## src/rtl/regfile_write_arbiter_if.sv

```systemverilog
// Register file write arbiter bus interface.
//
// Bundles the CPU writeback request, the I/O valid/ready write request and the
// registered register-file write port into one interface.
//   master : drives cpu_we/cpu_writeReg/cpu_data and io_valid/io_writeReg/io_data,
//            observes cpu_stall, io_ready, the write port and fifo_count.
//   slave  : the arbiter side (the inverse directions).
// FIFO_DEPTH only sizes fifo_count and must match the arbiter instance.
interface regfile_write_arbiter_if #(
    parameter int unsigned FIFO_DEPTH = 4
);
    // CPU writeback source
    logic                          cpu_we;
    logic [4:0]                    cpu_writeReg;
    logic [31:0]                   cpu_data;
    logic                          cpu_stall;

    // I/O writer source
    logic                          io_valid;
    logic [4:0]                    io_writeReg;
    logic [31:0]                   io_data;
    logic                          io_ready;

    // Register file write port
    logic                          ctrl_writeEnable;
    logic [4:0]                    ctrl_writeReg;
    logic [31:0]                   data_writeReg;

    logic [$clog2(FIFO_DEPTH):0]   fifo_count;

    modport master (
        output cpu_we, cpu_writeReg, cpu_data,
        output io_valid, io_writeReg, io_data,
        input  cpu_stall, io_ready,
        input  ctrl_writeEnable, ctrl_writeReg, data_writeReg,
        input  fifo_count
    );

    modport slave (
        input  cpu_we, cpu_writeReg, cpu_data,
        input  io_valid, io_writeReg, io_data,
        output cpu_stall, io_ready,
        output ctrl_writeEnable, ctrl_writeReg, data_writeReg,
        output fifo_count
    );
endinterface

```

## src/rtl/regfile_write_arbiter.sv

```systemverilog
// Register file write arbiter.
//
// Sole driver of the register file write port. Merges the CPU writeback stage
// (normally highest priority) with an external I/O writer whose requests are
// buffered in a FIFO_DEPTH-entry FIFO. When the FIFO head has lost arbitration
// MAX_WAIT consecutive cycles, the CPU is stalled for one cycle and the head is
// forced through. The write port is registered (one cycle latency).
//
// Ports:
//   clock       : system clock, rising edge.
//   ctrl_reset  : asynchronous active-low reset.
//   bus (slave) : cpu_we/cpu_writeReg/cpu_data in, cpu_stall out (combinational);
//                 io_valid/io_writeReg/io_data in, io_ready out;
//                 ctrl_writeEnable/ctrl_writeReg/data_writeReg out (registered);
//                 fifo_count out (occupied FIFO entries).
module regfile_write_arbiter #(
    parameter int unsigned FIFO_DEPTH = 4,  // power of two, >= 2
    parameter int unsigned MAX_WAIT   = 8   // >= 1
) (
    input logic                    clock,
    input logic                    ctrl_reset,
    regfile_write_arbiter_if.slave bus
);
    localparam int unsigned PW = $clog2(FIFO_DEPTH);
    localparam int unsigned CW = PW + 1;
    localparam int unsigned WW = $clog2(MAX_WAIT + 1);

    localparam logic [CW-1:0] FULL_COUNT = CW'(FIFO_DEPTH);
    localparam logic [WW-1:0] WAIT_LIMIT = WW'(MAX_WAIT);

    typedef struct packed {
        logic [4:0]  wreg;
        logic [31:0] wdata;
    } entry_t;

    // FIFO storage and bookkeeping
    entry_t          mem_q [FIFO_DEPTH];
    logic [PW-1:0]   wr_ptr_q, wr_ptr_d;
    logic [PW-1:0]   rd_ptr_q, rd_ptr_d;
    logic [CW-1:0]   count_q, count_d;
    logic [WW-1:0]   wait_q, wait_d;

    // Registered write port
    logic            we_q, we_d;
    logic [4:0]      reg_q, reg_d;
    logic [31:0]     data_q, data_d;

    logic            fifo_empty;
    logic            fifo_full;
    logic            starve;
    logic            push;
    logic            pop;
    entry_t          head;

    assign fifo_empty = (count_q == '0);
    assign fifo_full  = (count_q == FULL_COUNT);
    assign head       = mem_q[rd_ptr_q];
    assign starve     = (wait_q == WAIT_LIMIT) && !fifo_empty;

    // io_ready looks only at "full", never at a same-cycle pop.
    assign bus.io_ready  = ctrl_reset & ~fifo_full;
    assign bus.cpu_stall = ctrl_reset & starve;
    assign push          = bus.io_valid & bus.io_ready;

    // Arbitration and next-state for the write port and wait counter
    always_comb begin
        we_d   = 1'b0;
        reg_d  = reg_q;
        data_d = data_q;
        wait_d = wait_q;
        pop    = 1'b0;
        if (starve) begin
            pop    = 1'b1;
            we_d   = |head.wreg;
            reg_d  = head.wreg;
            data_d = head.wdata;
            wait_d = '0;
        end else if (bus.cpu_we) begin
            // r0 writes are still "issued", just with the enable suppressed.
            we_d   = |bus.cpu_writeReg;
            reg_d  = bus.cpu_writeReg;
            data_d = bus.cpu_data;
            if (fifo_empty) begin
                wait_d = '0;
            end else if (wait_q != WAIT_LIMIT) begin
                wait_d = wait_q + 1'b1;
            end
        end else if (!fifo_empty) begin
            pop    = 1'b1;
            we_d   = |head.wreg;
            reg_d  = head.wreg;
            data_d = head.wdata;
            wait_d = '0;
        end else begin
            wait_d = '0;
        end
    end

    // FIFO pointer/count next-state; pointers wrap since depth is a power of two
    always_comb begin
        wr_ptr_d = wr_ptr_q;
        rd_ptr_d = rd_ptr_q;
        count_d  = count_q;
        if (push) begin
            wr_ptr_d = wr_ptr_q + 1'b1;
        end
        if (pop) begin
            rd_ptr_d = rd_ptr_q + 1'b1;
        end
        if (push && !pop) begin
            count_d = count_q + 1'b1;
        end else if (pop && !push) begin
            count_d = count_q - 1'b1;
        end
    end

    always_ff @(posedge clock or negedge ctrl_reset) begin
        if (!ctrl_reset) begin
            wr_ptr_q <= '0;
            rd_ptr_q <= '0;
            count_q  <= '0;
            wait_q   <= '0;
            we_q     <= 1'b0;
            reg_q    <= '0;
            data_q   <= '0;
        end else begin
            wr_ptr_q <= wr_ptr_d;
            rd_ptr_q <= rd_ptr_d;
            count_q  <= count_d;
            wait_q   <= wait_d;
            we_q     <= we_d;
            reg_q    <= reg_d;
            data_q   <= data_d;
        end
    end

    // Storage needs no reset: an empty count makes stale entries unreachable.
    always_ff @(posedge clock) begin
        if (push) begin
            mem_q[wr_ptr_q] <= '{wreg: bus.io_writeReg, wdata: bus.io_data};
        end
    end

    assign bus.ctrl_writeEnable = we_q;
    assign bus.ctrl_writeReg    = reg_q;
    assign bus.data_writeReg    = data_q;
    assign bus.fifo_count       = count_q;
endmodule

```

## src/flat_wrapper.sv

```systemverilog
// flat-port wrapper written by rule: the top's interface ports become plain ports
module regfile_write_arbiter_flat 
#(
    parameter int unsigned FIFO_DEPTH = 4,                       
    parameter int unsigned MAX_WAIT   = 8          
)
  (clock, ctrl_reset, bus_cpu_we, bus_cpu_writeReg, bus_cpu_data, bus_io_valid, bus_io_writeReg, bus_io_data, bus_cpu_stall, bus_io_ready, bus_ctrl_writeEnable, bus_ctrl_writeReg, bus_data_writeReg, bus_fifo_count);
  regfile_write_arbiter_if #(.FIFO_DEPTH(FIFO_DEPTH)) bus_i ();
  input logic clock;
  input logic ctrl_reset;
  input wire logic [$bits(bus_i.cpu_we)-1:0] bus_cpu_we;
  input wire logic [$bits(bus_i.cpu_writeReg)-1:0] bus_cpu_writeReg;
  input wire logic [$bits(bus_i.cpu_data)-1:0] bus_cpu_data;
  input wire logic [$bits(bus_i.io_valid)-1:0] bus_io_valid;
  input wire logic [$bits(bus_i.io_writeReg)-1:0] bus_io_writeReg;
  input wire logic [$bits(bus_i.io_data)-1:0] bus_io_data;
  output wire logic [$bits(bus_i.cpu_stall)-1:0] bus_cpu_stall;
  output wire logic [$bits(bus_i.io_ready)-1:0] bus_io_ready;
  output wire logic [$bits(bus_i.ctrl_writeEnable)-1:0] bus_ctrl_writeEnable;
  output wire logic [$bits(bus_i.ctrl_writeReg)-1:0] bus_ctrl_writeReg;
  output wire logic [$bits(bus_i.data_writeReg)-1:0] bus_data_writeReg;
  output wire logic [$bits(bus_i.fifo_count)-1:0] bus_fifo_count;
  assign bus_i.cpu_we = bus_cpu_we;
  assign bus_i.cpu_writeReg = bus_cpu_writeReg;
  assign bus_i.cpu_data = bus_cpu_data;
  assign bus_i.io_valid = bus_io_valid;
  assign bus_i.io_writeReg = bus_io_writeReg;
  assign bus_i.io_data = bus_io_data;
  assign bus_cpu_stall = bus_i.cpu_stall;
  assign bus_io_ready = bus_i.io_ready;
  assign bus_ctrl_writeEnable = bus_i.ctrl_writeEnable;
  assign bus_ctrl_writeReg = bus_i.ctrl_writeReg;
  assign bus_data_writeReg = bus_i.data_writeReg;
  assign bus_fifo_count = bus_i.fifo_count;
  regfile_write_arbiter #(.FIFO_DEPTH(FIFO_DEPTH), .MAX_WAIT(MAX_WAIT)) u_core (.clock(clock), .ctrl_reset(ctrl_reset), .bus(bus_i));
endmodule
```

## config.mk

```make
export PLATFORM = sky130hd
export DESIGN_NAME = regfile_write_arbiter_flat
export DESIGN_NICKNAME = d
export VERILOG_FILES = /design/src/rtl/regfile_write_arbiter_if.sv /design/src/rtl/regfile_write_arbiter.sv /design/src/flat_wrapper.sv
export SDC_FILE = /design/constraint.sdc
export NUM_CORES = 1
export LEC_CHECK = 0
export BUFFER_PORTS_ARGS = -buffer_cell sky130_fd_sc_hd__buf_2
export CAP_MARGIN = 20
export CELL_PAD_IN_SITES_DETAIL_PLACEMENT = 2
export CELL_PAD_IN_SITES_GLOBAL_PLACEMENT = 2
export CORE_UTILIZATION = 38
export CTS_BUF_LIST = sky130_fd_sc_hd__clkbuf_4 sky130_fd_sc_hd__clkbuf_8
export DETAILED_ROUTE_END_ITERATION = 10
export MAX_ROUTING_LAYER = met4
export PLACE_DENSITY_LB_ADDON = 0.1
export RECOVER_POWER = 50
export SLEW_MARGIN = 20
export SYNTH_ARGS = -nofsm -noshare
export SYNTH_HDL_FRONTEND = slang
export SYNTH_SLANG_ARGS = --single-unit
```

## constraint.sdc

```tcl
create_clock -name clock -period 2.4 [get_ports clock]
set_clock_uncertainty 0.15 [all_clocks]
set_input_delay 0 -clock clock [delete_from_list [all_inputs] [get_ports clock]]
set_output_delay 0 -clock clock [all_outputs]
set_load 0.05 [all_outputs]
```

Word level (Yosys, flattened, before mapping)
Memories as Yosys holds them, arrays and structs flattened.
Index checks and enable logic that the tools add are counted.
{ "classes": {"n_addsub": 5, "n_eq_ne": 5, "n_mux": 20, "bitwise_logic": 4, "n_reduce_logical": 10} }
{ "op_table": {"columns": ["cell", "n"], "rows": [
  ["two-way mux 32 bit", 3],
  ["two-way mux 4 bit", 4],
  ["two-way mux 5 bit", 3],
  ["OR reduction 5 bit", 2],
  ["two-way mux 1 bit", 8],
  ["two-way mux 3 bit", 2],
  ["adder 2 x 1 -> 2 bit, second input constant", 2],
  ["adder 4 x 1 -> 4 bit, second input constant", 1],
  ["== test 4 bit, second input constant", 1],
  ["!= test 4 x 1 -> 1 bit, second input constant", 1],
  ["!= test 4 bit, second input constant", 1],
  ["adder 3 x 1 -> 3 bit, second input constant", 1],
  ["AND 1 bit", 3],
  ["== test 3 bit, second input constant", 1],
  ["logical AND 1 bit", 3],
  ["logical NOT 1 bit", 3],
  ["logical NOT 3 bit", 1],
  ["!= test 3 bit, second input constant", 1],
  ["subtractor 3 x 1 -> 3 bit, second input constant", 1],
  ["nonzero test 2 bit", 1],
  ["NOT 1 bit", 1]
]} }
{ "totals": {"register_bits": 49, "ram_bits": 148, "inputBits": 78, "output_inout_bits": 43, "elab_cells": 52, "memories": 1} }
{ "memory_table": {"columns": ["memory", "words", "word_bits", "read_ports", "rd_clocked_by_memory_dff", "write_ports", "line", "source"], "rows": [
  ["u_core.mem_q", 4, 37, 1, 0, 1, "regfile_write_arbiter.sv:37", "entry_t mem_q [FIFO_DEPTH];"]
]} }

Logic depth before layout (Yosys ltp)
Gate-level depths: netlist of the first run.
{ "logic_depth": {"depth_word": 8, "depth_mapped": 11, "ltp_nobuf": 11} }

Least setup slack after synthesis of the first run
No wires, ideal clock.
{ "synth_timing": {"path_kind": "reg2reg", "startpoint": "register u_core.count_q[0] (netlist: u_core.bus.fifo_count[0])", "endpoint": "memory u_core.mem_q[0][0] in the netlist's numbering (enable)", "setup_ns": 0.398, "arrival_ns": 3.277, "t_required_ns": 1.852, "setup_slack_ns": -1.425, "path_stages_with_launch": 4, "n_path_buf": 0, "period_less_slack_ns": 3.825, "cell_sequence": "dfrtp_1 > nor2_1 > a21boi_0 > and3_1"} }
{ "synth_between": {"elab_chain_cells": 6} }
{ "synth_rtl": {"columns": ["item", "line", "source"], "rows": [
  ["start, declared", "regfile_write_arbiter.sv:40", "logic [CW-1:0] count_q, count_d;"],
  ["start signal, assigned", "regfile_write_arbiter.sv:129", "count_q <= count_d;"],
  ["== test 3 bit", "regfile_write_arbiter.sv:56", "assign fifo_full = (count_q == FULL_COUNT);"],
  ["NOT 1 bit", "regfile_write_arbiter.sv:61", "assign bus.io_ready = ctrl_reset & ~fifo_full;"],
  ["AND 1 bit", "regfile_write_arbiter.sv:61", null],
  ["named net bus_io_ready", "flat_wrapper.sv:18", "output wire logic [$bits(bus_i.io_ready)-1:0] bus_io_ready;"],
  ["AND 1 bit", "regfile_write_arbiter.sv:63", "assign push = bus.io_valid & bus.io_ready;"],
  ["two-way mux 1 bit", "regfile_write_arbiter.sv:139", "if (push) begin"],
  ["two-way mux 1 bit (implied by the code)", "regfile_write_arbiter.sv:140", "mem_q[wr_ptr_q] <= '{wreg: bus.io_writeReg, wdata: bus.io_data};"],
  ["end, declared", "regfile_write_arbiter.sv:37", null]
]} }
The timed path passes the listed nets, and every way through them passes these cells.

Final worst setup path of the first run
{ "layout_timing": {"startpoint": "register u_core.count_q[0] (netlist: u_core.bus.fifo_count[0])", "endpoint": "output port bus_cpu_stall"} }
{ "layout_between": {"elab_chain_cells": 4} }
{ "layout_rtl": {"columns": ["item", "line", "source"], "rows": [
  ["logical NOT 3 bit", "regfile_write_arbiter.sv:55", "assign fifo_empty = (count_q == '0);"],
  ["logical NOT 1 bit", "regfile_write_arbiter.sv:58", "assign starve = (wait_q == WAIT_LIMIT) && !fifo_empty;"],
  ["logical AND 1 bit", "regfile_write_arbiter.sv:58", null],
  ["AND 1 bit", "regfile_write_arbiter.sv:62", "assign bus.cpu_stall = ctrl_reset & starve;"],
  ["end, declared", "flat_wrapper.sv:17", "output wire logic [$bits(bus_i.cpu_stall)-1:0] bus_cpu_stall;"]
]} }
Every way passes these cells.

==> results of run 1 <==
## report_power, final
group	switching [mW]	total (mW)	internal, mW
Combinational	2.57	4.08	1.51
Clock	1.17	2.45	1.28
Sequential	0.360	4.62	4.26
Total	4.10	11.2	7.06
## Yosys cell counts (2+ instances only)
library cell	count	area, sq um
sky130_fd_sc_hd__edfxtp_1	148	4440
sky130_fd_sc_hd__nand2_1	75	282
sky130_fd_sc_hd__dfrtp_1	49	1230
sky130_fd_sc_hd__a21oi_1	39	195
sky130_fd_sc_hd__a221o_1	37	370
sky130_fd_sc_hd__mux4_2	33	743
sky130_fd_sc_hd__clkbuf_1	14	52.6
sky130_fd_sc_hd__ha_1	7	87.6
sky130_fd_sc_hd__inv_1	7	26.3
sky130_fd_sc_hd__buf_2	6	30.0
sky130_fd_sc_hd__and3_1	5	31.3
sky130_fd_sc_hd__buf_1	5	18.8
sky130_fd_sc_hd__nor2_1	5	18.8
sky130_fd_sc_hd__mux4_1	4	105
sky130_fd_sc_hd__xor2_1	4	35.0
sky130_fd_sc_hd__nor3_1	3	15.0
sky130_fd_sc_hd__xnor2_1	3	26.3
sky130_fd_sc_hd__buf_4	2	15.0
sky130_fd_sc_hd__mux2_2	2	22.5
sky130_fd_sc_hd__o21ai_1	2	10.0
sky130_fd_sc_hd__or4_1	2	15.0
## kinds of logic (layout without fill, tap and decap cells)
logic type               after synthesis  after routing
AND/OR/NAND/NOR                       96             96
XOR/XNOR                               7              7
adder cells (fa/ha/maj)                8              8
buffers and inverters                 35            260
flip-flops                           197            197
AO/OA/AOI/OAI                         80             80
multiplexers                          40             40
## worst paths after layout
kind                                                end  cells after the start
min in group asynchronous  u_core.bus.data_writeReg[25]                      3
max in group asynchronous      u_core.bus.fifo_count[0]                      3
min                        u_core.bus.data_writeReg[16]                      3
min reg2reg                            u_core.wait_q[0]                      1
max reg2reg                    u_core.bus.fifo_count[1]                      9
max                                       bus_cpu_stall                      6
## timing repair
item | CTS | global route
pin swaps | 1 | 0
gates cloned | 0 | 0
hold buffers | 77 | 0
buffers inserted | 1 | 0
gates resized for setup | 0 | 1
endpoints found under the hold margin | 241 | 0
setup endpoints to repair | 1 | 1
## worst reg2reg max path: stages, from the launching register on
cell and delay, ps:
sky130_fd_sc_hd__dfrtp_1 410, sky130_fd_sc_hd__inv_1 80, sky130_fd_sc_hd__ha_1 170, sky130_fd_sc_hd__nand3b_1 100, sky130_fd_sc_hd__a21oi_1 210, sky130_fd_sc_hd__inv_1 100, sky130_fd_sc_hd__ha_4 170, sky130_fd_sc_hd__inv_1 70
sky130_fd_sc_hd__fa_2 420, sky130_fd_sc_hd__mux2_2 270
## layer usage
metal  wire (um)  share of wire (%)  vias up  global-route usage [%]
met1        9180                 42     2670                    26.9
met3         632                2.9       12                    3.57
li1            -                  -     2240                       -
met2       11900                 54       95                    39.7
met4         202               0.92        0                    5.89
met5           0                  0        -                       -
## metrics by stage
step / instances / hold slack [ps] / setup slack, ps / total power [mW] / util [%]
floorplan: 463 / -446 / 12.9 / 7.51 / -
global placement: 848 / 57.9 / 233 / 8.57 / 44.5
detailed placement: 848 / 64.8 / 130 / 8.74 / 44.5
CTS: 958 / 88.1 / 29.5 / 11.3 / 50.6
global route: 958 / 137 / 8.50 / 11.7 / 50.2
finish: 958 / 148 / 125 / 11.2 / 50.2
## layout make-up
type	instances	area, sq um	share of cell area (%)
clock inverter	12	201	1.98
clock buffer	20	256	2.52
multi-input combinational	231	2100	20.7
timing repair buffer	221	1560	15.3
tap	270	338	3.32
inverter	7	26.3	0.259
sequential	197	5680	55.9
## registers in the layout, summed over array words and instances, names as in the netlist
register	flops
u_core.rd_ptr_q	2
u_core.mem_q	148
u_core.wr_ptr_q	2
u_core.wait_q	4
u_core.bus.ctrl_writeEnable	1
u_core.bus.data_writeReg	32
u_core.bus.ctrl_writeReg	5
u_core.bus.fifo_count	3
==> results summary, run 1 <==
The compound-cell area share of the yosys netlist came out at 7.48%. The critical path starts at u_core.bus.fifo_count[0]. The area of the die is 21300 sq um. The ratio of final minimum period to clock period came out at 94.8%.

The area share of xor/xnor cells in the synthesized design came out at 0.780%. The post-placement cell area came out at 9000 sq um. The count of nets left with antenna violations once routing finished came out at 0. The clock period could shrink to 2280 ps.

STA classifies the critical path startpoint as a flop. The later pin in the worst-skew pair is clocked with a latency of 460 ps. The worst flop-to-flop path startpoint is u_core.wait_q[1]. The row count is 52. Measured along the x axis, the die boundary spans 146 um. The estimated wirelength of the detail-placed design came out at 13.3 mm. The number of antenna diodes came out at 0. Clock tree synthesis selected as its root buffer the cell sky130_fd_sc_hd__clkbuf_8.

The routed via count came out at 5017. The average instance area after synthesis is 17.0 sq um. After synthesis, the largest family of logic cells by area is multiplexers.

The cell area after layout came out at 10200 sq um. In this run the standard cell core region covers 20200 sq um. The overall routing resource usage came out at 22.6%. The sum of routed wire length over all layers is 21.9 mm. The total grt overflow is 0. The initial DRC count is 238. The average wire per cell in the routed design came out at 22.8 um. The total negative slack is 0 ps.

The via count of the first global-routing pass is 5845. Setup repair after global routing left no endpoint under its margin. The initial cell density of the core is 38.9%.

The fraction of layout instances using a drive strength above 1 is 24.7%. The run finished with clean final reports. The layout has 1897 filler cells. The first-pass detailed-route iteration total is 4. The total power divided by cell area is 1100 nW/um^2. The total I/O pin count is 121. The first-pass GRT wire length came out at 34.2 mm.

The launch point of the worst hold path is bus_cpu_data[16]. In the routed design, unresolved DRC markers number 0. The number of instances in the synthesized netlist is 463. The post-CTS clock slew at the launch and capture registers of the worst setup and hold paths came out at 100 ps. The initial antenna violation count was 1. The highest ir drop seen on vdd is 0.000430 V.

On the worst path, the slowest cell contributes a delay of 550 ps. The mux contribution to synthesized area is 11.2%. The count of maximum capacitance violations is 0. Walking the worst path, the cells encountered are nor3_4 > buf_4 > nor2_4 > buf_12 > and2_1 > clkbuf_4. The timing-limited maximum frequency is 439 MHz. The maximum number of pins on one net before global-route repair is 51. The number of enable-type register cells in the synthesized netlist came out at 148. Of the total synthesized cell area, the portion taken by full adders, half adders and majority gates is 1.37%.

Summed over all cells, the static leakage comes to 3.72 nW. The number of hold violations in the final report came out at 0. The required time of the critical path is 2250 ps. At the end of routability-driven placement, the weighted congestion stood at 0.714. The worst slew slack as a fraction of its limit came out at 50.9%. Relative to the synthesized area, the layout overhead comes to 29.2%. The number of nets at the end of the flow came out at 761. Data on the critical path arrives at its endpoint at 2130 ps. The post-synthesis net count came out at 549.

The synthesized cell area came out at 7870 sq um. The proportion of synthesized flip-flops having asynchronous set or reset came out at 24.9%. The capturing element type of the critical path is an output port. Leaving out fill and tap cells, the most frequent cell in the layout is sky130_fd_sc_hd__edfxtp_1. The proportion of synthesized chip area in sequential cells came out at 72.1%.

The critical path contains buffers and inverters numbering 3 combined. The CTS H-tree depth came out at 4. The deepest clock path buffer count is 2. The number of synthesized register bits came out at 197. The kind of critical path is flop to output port.

In the routed layout, each cell is associated on average with a via count of 5.24. In this run, distinct cell masters in the synthesized netlist total 32. The type of the worst min-delay path is input port to flop. The pin slew with the least headroom to its limit is 737 ps. The cell class contributing the biggest share of worst-path delay is buffers and inverters. The largest individual stage delay along the critical path comes from the cell sky130_fd_sc_hd__dfrtp_4.

TritonCTS built the clock tree. The final setup violation count is 0. The height of the die came out at 146 um. Buffers inserted during clock tree synthesis total 17. After Yosys synthesis, and, or, nand and nor cells account for 5.12% of the synthesized area.

The highest net fanout along the worst path is 26. The minimum setup slack among reg-to-reg paths came out at 140 ps. The total count of max-transition violations in the final report was 0. The number of input and output port buffers inserted came out at 120. The top cell types in the final layout, fill and taps aside, are sky130_fd_sc_hd__edfxtp_1, sky130_fd_sc_hd__dlygate4sd3_1, sky130_fd_sc_hd__nand2_1, sky130_fd_sc_hd__buf_2, sky130_fd_sc_hd__clkbuf_1.

Among all flip-flop cells after synthesis, the most frequent one is sky130_fd_sc_hd__edfxtp_1. The number of clock sinks came out at 197. The number of warnings issued by yosys came out at 0.
Power figures use the tool's default switching activity.
==> inputs of run 2 (changes only) <==
Settings changed: CORE_ASPECT_RATIO from default to 1.5, CORE_UTILIZATION 38 to 45.
Clock period 2.4 ns to 2.7 ns, I/O delays scaled along.
==> run 2 against run 1 <==
Flip-flop and latch count is the same; critical path depth grew 1; final cell count shrank 7.0%; setup slack lost 45 ps; critical endpoint unchanged; clock power shrank 24%; global-route usage grew 6.9 points; combinational power shrank 11%; largest power group unchanged; register-to-register slack lost 20 ps; critical path type unchanged.
==> results summary, run 2 (synthesis results as in run 1) <==
The flip-flop count of the largest register after layout is 148. The worst setup path is captured at an output port. Across all layers, the routed design uses 5114 vias.

The CTS H-tree depth is 4. The part of the power in registers is 43.2%. The deepest clock path buffer count is 2. The initialized floorplan defines 58 standard-cell rows. The standby leakage power is 3.63 nW. Cell internal power was estimated by the tool at 5.77 mW. The via count of the first global-routing pass is 6225. The height of the die is 164 um. The worst endpoint data arrival time is 2470 ps. Setup slack on the worst reg-to-reg path comes out at 120 ps.

The library cells used most frequently in the layout, excluding fill and tap cells, are sky130_fd_sc_hd__edfxtp_1, sky130_fd_sc_hd__dlygate4sd3_1, sky130_fd_sc_hd__nand2_1, sky130_fd_sc_hd__buf_2, sky130_fd_sc_hd__clkbuf_1. Setup repair after global routing left no endpoint under its margin. Static timing analysis puts the maximum clock frequency at 382 MHz. The area of the die is 18000 sq um. The number of hold violations in the final report is 0. The switching component of the power came out at 3.87 mW. The fraction of layout instances using a drive strength above 1 came out at 23.2%. For this run, design rule violations remaining after detail routing come to 0. The sum of routed wire length over all layers is 23.7 mm. Combinational cells account for 37.6% of the total power. The total count of max-transition violations in the final report came out at 0. The utilization after layout is 58.6%. The first-pass GRT wire length came out at 35.9 mm.

The number of input and output port buffers inserted came out at 120. The worst slack on hold paths is 144 ps. The switching power share of the total is 40.1%. In this run the worst path has a maximum fanout of 38.

The final period demand of the worst path is 2620 ps. The horizontal die dimension came out at 110 um. The placement-stage worst setup slack is 243 ps.

The run finished with clean final reports. The overall power came out at 9.64 mW. The library cell used most frequently in the layout, excluding fill and tap cells, is sky130_fd_sc_hd__edfxtp_1.

The pin slew with the least headroom to its limit is 973 ps. The initial cell density of the core is 46.5%. The highest ir drop seen on vdd is 0.000497 V.

For the worst setup path, the data required time is 2550 ps. The average wire per cell in the routed design is 26.6 um. The post-CTS clock slew at the launch and capture registers of the worst setup and hold paths came out at 120 ps.

The total negative slack is 0 ps. The area added between synthesis and finish is 26.0%. The total grt overflow is 0. The maximum number of pins on one net before global-route repair came out at 51.

The ratio of final minimum period to clock period came out at 97.0%. For the worst-skew pair, the clock arrives at the later sink with an insertion delay of 470 ps. Across all setup checks in the final design, the least slack found is 80.0 ps. The critical path is of the flop to output port type. The worst register-to-register path begins at u_core.wait_q[1].

The routability congestion estimate came out at 0.720. TritonCTS built the clock tree. The launching element type of the critical path is a flop. The share of total power dissipated in the clock network is 19.3%. In this run the post-CTS setup repair buffer count came out at 0. The routed via count divided by cell count is 5.74. Clock tree synthesis selected as its root buffer the cell sky130_fd_sc_hd__clkbuf_8.

The total I/O pin count is 121. The min-delay analysis places its worst path in the category input port to async pin. The total power divided by cell area is 973 nW/um^2. The floorplan core area came out at 16900 sq um. The depth of the worst register-to-register path is 9.

Global routing used 29.4% of the available tracks across all layers. The tool flagged a number of max-cap violations equal to 0. The post-detailed-route count of antenna-violating nets is 0. The number of fillers in the final layout came out at 1500.

The repair_antennas step left the layout with diodes totalling 0. The initial antenna violation count came out at 0. The capture instance of the worst register-to-register path is u_core.bus.fifo_count[1]. The estimated wirelength of the detail-placed design came out at 13.5 mm. The register with the most flip-flops is u_core.mem_q. After the first detailed-routing iteration, the DRC count stood at 225. Before antenna repair, the detailed router went through 7 iterations.

Setup violations remaining at the end of the flow were counted as 0. Counting every sink on the clock net gives 197. The worst slew slack as a fraction of its limit came out at 35.1%. The number of nets at the end of the flow is 754.

Clock tree synthesis inserted a total of 17 buffers.
run 2: cell count changes in the layout (fill, tap and decap cells not counted), sizes merged:
cell,previous run,this run
clkinv,3,5
clkinvlp,1,3
buf,84,77
bufinv,5,0
clkbuf,80,77
inv,10,14
run 2: final cells by class:
| cell class | count | area, sq um | area share [%] |
|---|---|---|---|
| clock buffers | 17 | 234 | 2.36 |
| flip-flops and latches | 197 | 5680 | 57.3 |
| well taps | 210 | 263 | 2.65 |
| repair buffers | 214 | 1470 | 14.8 |
| inverters | 7 | 26.3 | 0.265 |
| clock inverters | 15 | 160 | 1.62 |
| multi-input cells | 231 | 2080 | 21.0 |
run 2: layer usage:
layer | wire length [um] | share of wire, % | GRT usage [%]
met4 | 420 | 1.8 | 11.7
met3 | 897 | 3.8 | 4.21
met5 | 0 | 0 | -
met1 | 8300 | 35 | 30.1
met2 | 14100 | 59 | 55.1
run 2: worst max-delay path, stage by stage, from the launching register on:
cell	delay [ps]
sky130_fd_sc_hd__dfrtp_1	420
sky130_fd_sc_hd__inv_1	110
sky130_fd_sc_hd__ha_1	230
sky130_fd_sc_hd__nand3b_1	210
sky130_fd_sc_hd__nor2_4	180
sky130_fd_sc_hd__clkbuf_8	380
sky130_fd_sc_hd__and2_1	180
sky130_fd_sc_hd__buf_2	260
run 2: worst max-delay path by stage:
stage,from,end,slack [ps]
global placement,u_core.rd_ptr_q[0],u_core.bus.data_writeReg[1],390
CTS,u_core.wait_q[0],bus_cpu_stall,30
finish,u_core.wait_q[1],bus_cpu_stall,80
global route,u_core.wait_q[1],bus_cpu_stall,6
detailed placement,u_core.wait_q[1],u_core.bus.fifo_count[1],240
floorplan,u_core.bus.fifo_count[0],u_core.bus.fifo_count[2],110
run 2: stage by stage:
stage | cells | instance area [sq um]
2_1_floorplan | 463 | 7880
6_report | 891 | 9910
3_3_place_gp | 781 | 8790
4_1_cts | 890 | 9950
3_5_place_dp | 781 | 8790
5_1_grt | 891 | 9910
run 2: power groups by stage:
stage	logic, mW	clock network (mW)	registers (mW)
floorplan	1.81	0	4.83
global placement	3.32	0	4.16
detailed placement	3.51	0	4.20
CTS	3.62	1.90	4.14
global route	3.87	1.99	4.23
finish	3.62	1.86	4.16
run 2: timing repair:
action                     CTS  global route
setup endpoints to repair    0             1
resized for setup            0             2
hold endpoints to repair   238             0
hold buffers                77             0
